--- src/rtl/booth_seq_mult_ctrl.sv ---
// Sequential radix-4 Booth multiplier controller: one operand pair per start, two multiplier bits per cycle.
// Optional build macro BOOTH_UNSIGNED_EN selects unsigned operands (one extra Booth digit).
module booth_seq_mult_ctrl #(
    parameter int WIDTH = 8
) (
    input  logic                 clk,
    input  logic                 rst_n,
    input  logic                 start,
    input  logic [WIDTH-1:0]     multiplicand,
    input  logic [WIDTH-1:0]     multiplier,
    output logic                 ready,
    output logic                 busy,
    output logic                 out_valid,
    output logic [2*WIDTH-1:0]   product,
    output logic [4:0]           sel
);

    localparam int PW = 2 * WIDTH;
`ifdef BOOTH_UNSIGNED_EN
    localparam int DIGITS = WIDTH / 2 + 1;
`else
    localparam int DIGITS = WIDTH / 2;
`endif
    localparam int CW = (DIGITS > 1) ? $clog2(DIGITS) : 1;
    // Multiplier plus the implicit B[-1]=0 below and two extension bits above.
    localparam int BW = WIDTH + 3;

    localparam logic [1:0] S_IDLE = 2'd0;
    localparam logic [1:0] S_RUN  = 2'd1;
    localparam logic [1:0] S_DONE = 2'd2;

    logic [1:0]            state;
    logic signed [PW-1:0]  a_reg;
    logic [BW-1:0]         b_reg;
    logic signed [PW-1:0]  acc;
    logic signed [PW-1:0]  acc_next;
    logic [CW-1:0]         digit;
    logic [4:0]            sel_cur;
    logic signed [PW-1:0]  a_ext;
    logic [BW-1:0]         b_ext;

    function automatic logic [4:0] decode_digit(input logic [2:0] trip);
        logic [4:0] onehot;
        case (trip)
            3'b001, 3'b010: onehot = 5'b00010;
            3'b011:         onehot = 5'b01000;
            3'b100:         onehot = 5'b10000;
            3'b101, 3'b110: onehot = 5'b00100;
            default:        onehot = 5'b00001;
        endcase
        return onehot;
    endfunction

    function automatic logic signed [PW-1:0] select_multiple(input logic [4:0] onehot,
                                                             input logic signed [PW-1:0] a);
        logic signed [PW-1:0] m;
        if (onehot[1])      m = a;
        else if (onehot[2]) m = -a;
        else if (onehot[3]) m = a <<< 1;
        else if (onehot[4]) m = -(a <<< 1);
        else                m = '0;
        return m;
    endfunction

`ifdef BOOTH_UNSIGNED_EN
    assign a_ext = {{WIDTH{1'b0}}, multiplicand};
    assign b_ext = {2'b00, multiplier, 1'b0};
`else
    assign a_ext = {{WIDTH{multiplicand[WIDTH-1]}}, multiplicand};
    assign b_ext = {{2{multiplier[WIDTH-1]}}, multiplier, 1'b0};
`endif

    // a_reg and b_reg shift by one digit per RUN cycle, so the current triplet is always b_reg[2:0].
    assign sel_cur  = decode_digit(b_reg[2:0]);
    assign acc_next = acc + select_multiple(sel_cur, a_reg);

    assign ready     = (state == S_IDLE);
    assign busy      = (state == S_RUN);
    assign out_valid = (state == S_DONE);
    assign sel       = (state == S_RUN) ? sel_cur : 5'b00000;

    always_ff @(posedge clk or negedge rst_n) begin
        if (!rst_n) begin
            state   <= S_IDLE;
            a_reg   <= '0;
            b_reg   <= '0;
            acc     <= '0;
            digit   <= '0;
            product <= '0;
        end else begin
            case (state)
                S_IDLE: begin
                    if (start) begin
                        a_reg <= a_ext;
                        b_reg <= b_ext;
                        acc   <= '0;
                        digit <= '0;
                        state <= S_RUN;
                    end
                end
                S_RUN: begin
                    acc   <= acc_next;
                    a_reg <= a_reg <<< 2;
                    b_reg <= b_reg >> 2;
                    // Product is captured with the last digit so it is final while out_valid is high.
                    if (digit == CW'(DIGITS - 1)) begin
                        product <= acc_next;
                        state   <= S_DONE;
                    end else begin
                        digit <= digit + CW'(1);
                    end
                end
                S_DONE:  state <= S_IDLE;
                default: state <= S_IDLE;
            endcase
        end
    end

endmodule

--- config.mk ---
export PLATFORM = sky130hd
export DESIGN_NAME = booth_seq_mult_ctrl
export DESIGN_NICKNAME = d
export VERILOG_FILES = /design/src/rtl/booth_seq_mult_ctrl.sv
export SDC_FILE = /design/constraint.sdc
export NUM_CORES = 1
export LEC_CHECK = 0
export ABC_AREA = 1
export CAP_MARGIN = 10
export CORE_MARGIN = 4
export CORE_UTILIZATION = 57
export CTS_BUF_LIST = sky130_fd_sc_hd__clkbuf_16
export CTS_CLUSTER_SIZE = 40
export DETAILED_ROUTE_END_ITERATION = 8
export PLACE_DENSITY = 0.8
export SYNTH_ARGS = -nofsm -noshare
export SYNTH_HDL_FRONTEND = slang
export SYNTH_SLANG_ARGS = --single-unit
--- constraint.sdc ---
create_clock -name clk -period 3.3 [get_ports clk]
set_input_delay 0.66 -clock clk [delete_from_list [all_inputs] [get_ports clk]]
set_output_delay 0.66 -clock clk [all_outputs]
set_load 0.005 [all_outputs]
* Yosys cells after proc, flatten, opt, wreduce, memory -nomap -nowiden *
Index checks and enable logic that the tools add are counted.
W data, S select, Z words.

storage, ports and cells
  flip-flop bits (word level) = 63
  input bits = 19
  output and inout port bits = 24

cells by class
  add/sub/neg operators = 4
  equal/unequal tests = 12
  multiplexer cells = 18
  reduce and logical (&&, ||, !) cells = 8

operators by type and width
  kind                   number
  $mux W16               6
  $pmux W16 S2           2
  $neg A16 Y16           2
  $pmux W11 S2           1
  $pmux W5 S4            1
  $add A16 B16 Y16       1
  $mux W11               1
  $eq A3 B3 Y1 const B   3
  $mux W2                4
  $pmux W2 S2            2
  $eq A3 B2 Y1 const B   2
  $reduce_and A2 Y1      3
  $mux W5                1
  $eq A2 B2 Y1 const B   2
  $ne A2 B2 Y1 const B   2
  $reduce_or A2 Y1       2
  $eq A3 B1 Y1 const B   1
  $reduce_and A3 Y1      1
  $add A2 B1 Y2 const B  1
  $eq A2 B1 Y1 const B   1
  $logic_not A2 Y1       1
  $ne A2 B1 Y1 const B   1
  $reduce_bool A2 Y1     1

* Longest topological paths before layout *
  depth in word-level cells = 9
  mapped depth = 23

* Worst setup path before layout *
OpenSTA, ideal clock, no wires.

  path kind = reg2reg
  start = reg a_reg[0]
  end = reg product[14]
  setup time = 118 ps
  data arrival time = 2684 ps
  required time = 3182 ps
  setup slack = 498 ps
  stages on the path, launching flop included = 22
  buffers on the path = 0
  cells stage by stage = dfrtp_1 inv_1 ha_1 nand3_4 nor2_4 nand2_2 nor2_4 nand3_2 xor2_1 or2_0 a31oi_1 ha_1 nand2_1 inv_1 a21oi_1 nand3_1 nand2_1 nand2_1 nand2_1 nand3_1 nand3_1 nand2_1

between the ends
  longest elaborated chain between the ends = 6
  elaborated cells between the ends (all ways) = 7

RTL lines
  what                    line  text
  from (decl)             33    logic signed [PW-1:0] a_reg;
  from (signal assigned)  94    a_reg <= a_ext;
  from (signal assigned)  103   a_reg <= a_reg <<< 2;
  $neg A16 Y16            60    else if (onehot[4]) m = -(a <<< 1);
  $mux W16                60
  $mux W16                59    else if (onehot[3]) m = a <<< 1;
  $mux W16                58    else if (onehot[2]) m = -a;
  $mux W16 (*)            57    if (onehot[1]) m = a;
  $add A16 B16 Y16 (*)    75    assign acc_next = acc + select_multiple(sel_cur, a_reg);
  to (signal assigned)    107   product <= acc_next;
  to (decl)               14    output logic [2*WIDTH-1:0] product,

Every way passes the cells marked *; elsewhere a longest branch is shown, timed or not.
A chain may end at the register's enable or synchronous reset.

* Worst setup path after layout *
  start = reg b_reg[1]
  end = reg product[15]

between the ends
  longest elaborated chain between the ends = 8
  elaborated cells between the ends (all ways) = 14

RTL lines
  what                                        line  text
  from (decl)                                 34    logic [BW-1:0] b_reg;
  from (signal assigned)                      95    b_reg <= b_ext;
  from (signal assigned)                      104   b_reg <= b_reg >> 2;
  $eq A3 B3 Y1, or another cell as far along  44    case (trip)
  $reduce_or A2 Y1                            44
  $pmux W5 S4 (*)                             44
  $mux W16                                    60
  $mux W16                                    59
  $mux W16                                    58
  $mux W16 (*)                                57
  $add A16 B16 Y16 (*)                        75

Marked as above.

==> flow_results.xml <==
<?xml version="1.0" encoding="UTF-8"?>
<metrics>
  <group name="drt">
    <metric name="met1Wirelength" unit="um">4270</metric>
    <metric name="detailed_routed_wire_length_on_met2" unit="um">4760</metric>
    <metric name="route.detailed.vias_per_inst" unit="">5.58</metric>
    <metric name="drc_errors" unit="">0</metric>
    <metric name="detail-route-antenna-nets" unit="">0</metric>
    <metric name="met3_length" unit="um">522</metric>
    <metric name="pre_repair_dr_iteration_count" unit="">5</metric>
    <metric name="route.detailed.wl_per_inst" unit="um">14.6</metric>
    <metric name="detailroute.via_count" unit="">3721</metric>
    <metric name="final_routed_wirelength" unit="um">9750</metric>
    <metric name="detail_route.iter0.violations" unit="">295</metric>
    <metric name="dr.max_layer_used" unit="">met4</metric>
  </group>
  <group name="layout">
    <metric name="most_common_cell_after_layout_fill_and_taps_aside" unit="">nand2_1</metric>
    <metric name="area_delta_synth_final" unit="%">23.6</metric>
    <metric name="mostFrequentLayoutCells" unit="">nand2_1, dfrtp_1, inv_1</metric>
    <metric name="filler_cell_count" unit="">534</metric>
    <metric name="post-route-cell-area" unit="um2">4900</metric>
    <metric name="antenna_cells" unit="">0</metric>
    <metric name="fin_nets" unit="">608</metric>
    <metric name="drive_gt1_frac" unit="">0.130</metric>
  </group>
  <group name="yosys">
    <metric name="synth_area_per_cell" unit="um2">7.79</metric>
    <metric name="synthesis.nets" unit="">548</metric>
    <metric name="ys.warnings.count" unit="">0</metric>
    <metric name="synth-seq-area-share" unit="">0.391</metric>
    <metric name="synth_cell_types" unit="">40</metric>
    <metric name="synth_flop_cell" unit="">dfrtp_1</metric>
    <metric name="post_synthesis_instance_total" unit="">509</metric>
    <metric name="register_bit_total_from_synthesis" unit="">62</metric>
    <metric name="asyncSetResetFlopFracSynth" unit="">1.00</metric>
    <metric name="synth-edff-count" unit="">0</metric>
    <metric name="syn_area" unit="um2">3970</metric>
  </group>
  <group name="global_routing">
    <metric name="grt_max_degree" unit="">39</metric>
    <metric name="number_of_global_route_vias_before_repair" unit="">3517</metric>
    <metric name="gr-total-overflow" unit="">0</metric>
    <metric name="grt.total_usage" unit="">0.241</metric>
    <metric name="grt_antenna_before_repair" unit="">0</metric>
    <metric name="global_route_wire_length_before_repair" unit="um">16400</metric>
  </group>
  <group name="worst_hold_path">
    <metric name="path_category_of_the_worst_min_delay_check" unit="">in -&gt; async</metric>
  </group>
  <group name="sta">
    <metric name="slew-limit-headroom" unit="">0.652</metric>
    <metric name="worst_clock_skew" unit="ns">0.00482</metric>
    <metric name="hold_viol_final" unit="">0</metric>
    <metric name="max_slew.worst_pin.slew" unit="ns">0.521</metric>
    <metric name="report.final.slew_viol_count" unit="">0</metric>
    <metric name="fin_crit_sh" unit="">0.949</metric>
    <metric name="period_needed" unit="ns">3.13</metric>
    <metric name="final_setup_violation_count" unit="">0</metric>
    <metric name="fmax" unit="MHz">319</metric>
    <metric name="timing.hold.ws" unit="ns">0.326</metric>
  </group>
  <group name="critical_path">
    <metric name="cp_common_cell" unit="">inv_1</metric>
    <metric name="timing.critical_path.cells" unit="">nand2_1 &gt; inv_1 &gt; nor2_4 &gt; inv_2 &gt; nor2_4 &gt; clkinvlp_4 &gt; clkbuf_2 &gt; buf_4 &gt; o21ai_0 &gt; a31oi_1 &gt; ha_1 &gt; inv_1 &gt; nor3_1 &gt; inv_1 &gt; nor3_2 &gt; a21oi_2 &gt; inv_1 &gt; nand3_1 &gt; nand3_1 &gt; nand2_1</metric>
    <metric name="critPathCaptureType" unit="">register</metric>
    <metric name="critPathMaxStageDelay" unit="ns">0.40</metric>
    <metric name="crit_type" unit="">reg -&gt; reg</metric>
    <metric name="setup.worst_path.start_class" unit="">register</metric>
    <metric name="worst-endpoint-arrival" unit="ns">3.34</metric>
    <metric name="critPathMaxFanout" unit="">7</metric>
    <metric name="crit_path_top_delay_cell" unit="">dfrtp_1</metric>
    <metric name="crit_family" unit="">simple AND/OR/NAND/NOR gates</metric>
    <metric name="crit_required" unit="ns">3.51</metric>
    <metric name="critical_path.n_buffers_inverters" unit="">8</metric>
  </group>
  <group name="floorplanning">
    <metric name="start_util" unit="">0.584</metric>
    <metric name="die-area" unit="um2">8360</metric>
    <metric name="floorplan.io_pins" unit="">43</metric>
    <metric name="core_region_area" unit="um2">6790</metric>
    <metric name="cell_rows" unit="">30</metric>
    <metric name="die_w" unit="um">91.4</metric>
    <metric name="die_h" unit="um">91.4</metric>
  </group>
  <group name="clock_tree">
    <metric name="cts.hold.buffers_added" unit="">0</metric>
    <metric name="cts_tree" unit="">done</metric>
    <metric name="cts.sinks" unit="">62</metric>
    <metric name="cts.reportedPaths.clkPinSlew" unit="ns">0.05</metric>
    <metric name="worst_skew_pair.late_latency" unit="ns">0.33</metric>
    <metric name="cts_buffer_depth" unit="">2</metric>
    <metric name="cts_buffers" unit="">9</metric>
    <metric name="clock-root-buffer" unit="">clkbuf_16</metric>
    <metric name="cts-htree-levels" unit="">3</metric>
  </group>
  <group name="job">
    <metric name="timing.max_cap.violations" unit="">0</metric>
  </group>
  <group name="outcome">
    <metric name="result_of_the_run" unit="">completed</metric>
  </group>
  <group name="placement">
    <metric name="placed_area" unit="um2">4520</metric>
    <metric name="io_buffers" unit="">42</metric>
    <metric name="place.detailed.hpwl" unit="um">7050</metric>
    <metric name="gp_congestion" unit="">0.958</metric>
  </group>
</metrics>
==> cell usage after synthesis (2+ instances only) <==
cell	number	area (um2)
xor2_1	17	149
nand2_1	133	499
o221ai_1	9	78.8
o21ai_0	40	200
buf_2	6	30.0
o211ai_1	6	45.0
a31oi_1	8	50.1
nand3_2	4	40.0
clkbuf_1	9	33.8
a221oi_1	11	96.3
xnor2_1	3	26.3
nor3_1	15	75.1
or2_0	3	18.8
nand3_1	26	130
nor2_1	26	97.6
a21oi_1	13	65.1
ha_1	19	238
o21a_1	2	15.0
nand2_2	2	12.5
inv_1	56	210
o21bai_1	4	30.0
nor2_4	6	67.6
inv_2	6	22.5
dfrtp_1	62	1550
o22ai_1	7	43.8
nor2_2	2	12.5
==> repair_timing <==
| action | in CTS | in global routing |
|---|---|---|
| gates resized for setup | 0 | 19 |
| setup buffers | 0 | 11 |
| setup endpoints to repair | 0 | 16 |
==> routing by layer <==
metal,up-vias,track usage
met4,0,0.0942
met2,135,0.402
met5,-,0
met1,1741,0.306
met3,19,0.0505
li1,1826,-
==> logic make-up (layout without fill, tap and decap cells) <==
kind of cell	count (synthesis)	after routing	synth area share
simple gates	221	221	0.251
compound gates	105	105	0.168
buf+inv	81	143	0.0808
flops	62	62	0.391
fa+ha+maj	20	20	0.0650
xor+xnor	20	20	0.0442
==> stage by stage <==
stage	util	setup TNS, ns	setup WS (ns)	instances
finish	0.722	0	0.167	667
global route	0.722	-0.260	-0.0758	667
CTS	0.701	0	0.0410	656
detailed placement	0.665	0	0.0619	643
global placement	0.665	0	0.108	643
floorplan	-	0	0.498	509
==> path summary, 6_finish.rpt <==
kind,start,to,slack [ns],cells past startpoint
worst max-delay path,b_reg[1],product[15],0.17,20
worst min-delay path,rst_n,product[4],0.33,2
worst max register to register,b_reg[1],product[15],0.17,20
worst min register to register,product[11],product[11],0.48,2
max in group asynchronous,rst_n,b_reg[3],2.55,2
min in group clk,product[11],product[11],0.48,2
==> layout make-up <==
cell class / instances / area [um2] / area share
multi-input cells: 366 / 2150 / 0.438
flip-flops and latches: 62 / 1550 / 0.316
clock buffers: 9 / 225 / 0.0459
repair buffers: 66 / 593 / 0.121
well taps: 96 / 120 / 0.0245
inverters: 64 / 245 / 0.0500
clock inverters: 4 / 17.5 / 0.00357
Power is left out: the tool's default activity adds up to more than one toggle a clock period on the data nets, which glitch-free logic cannot reach.
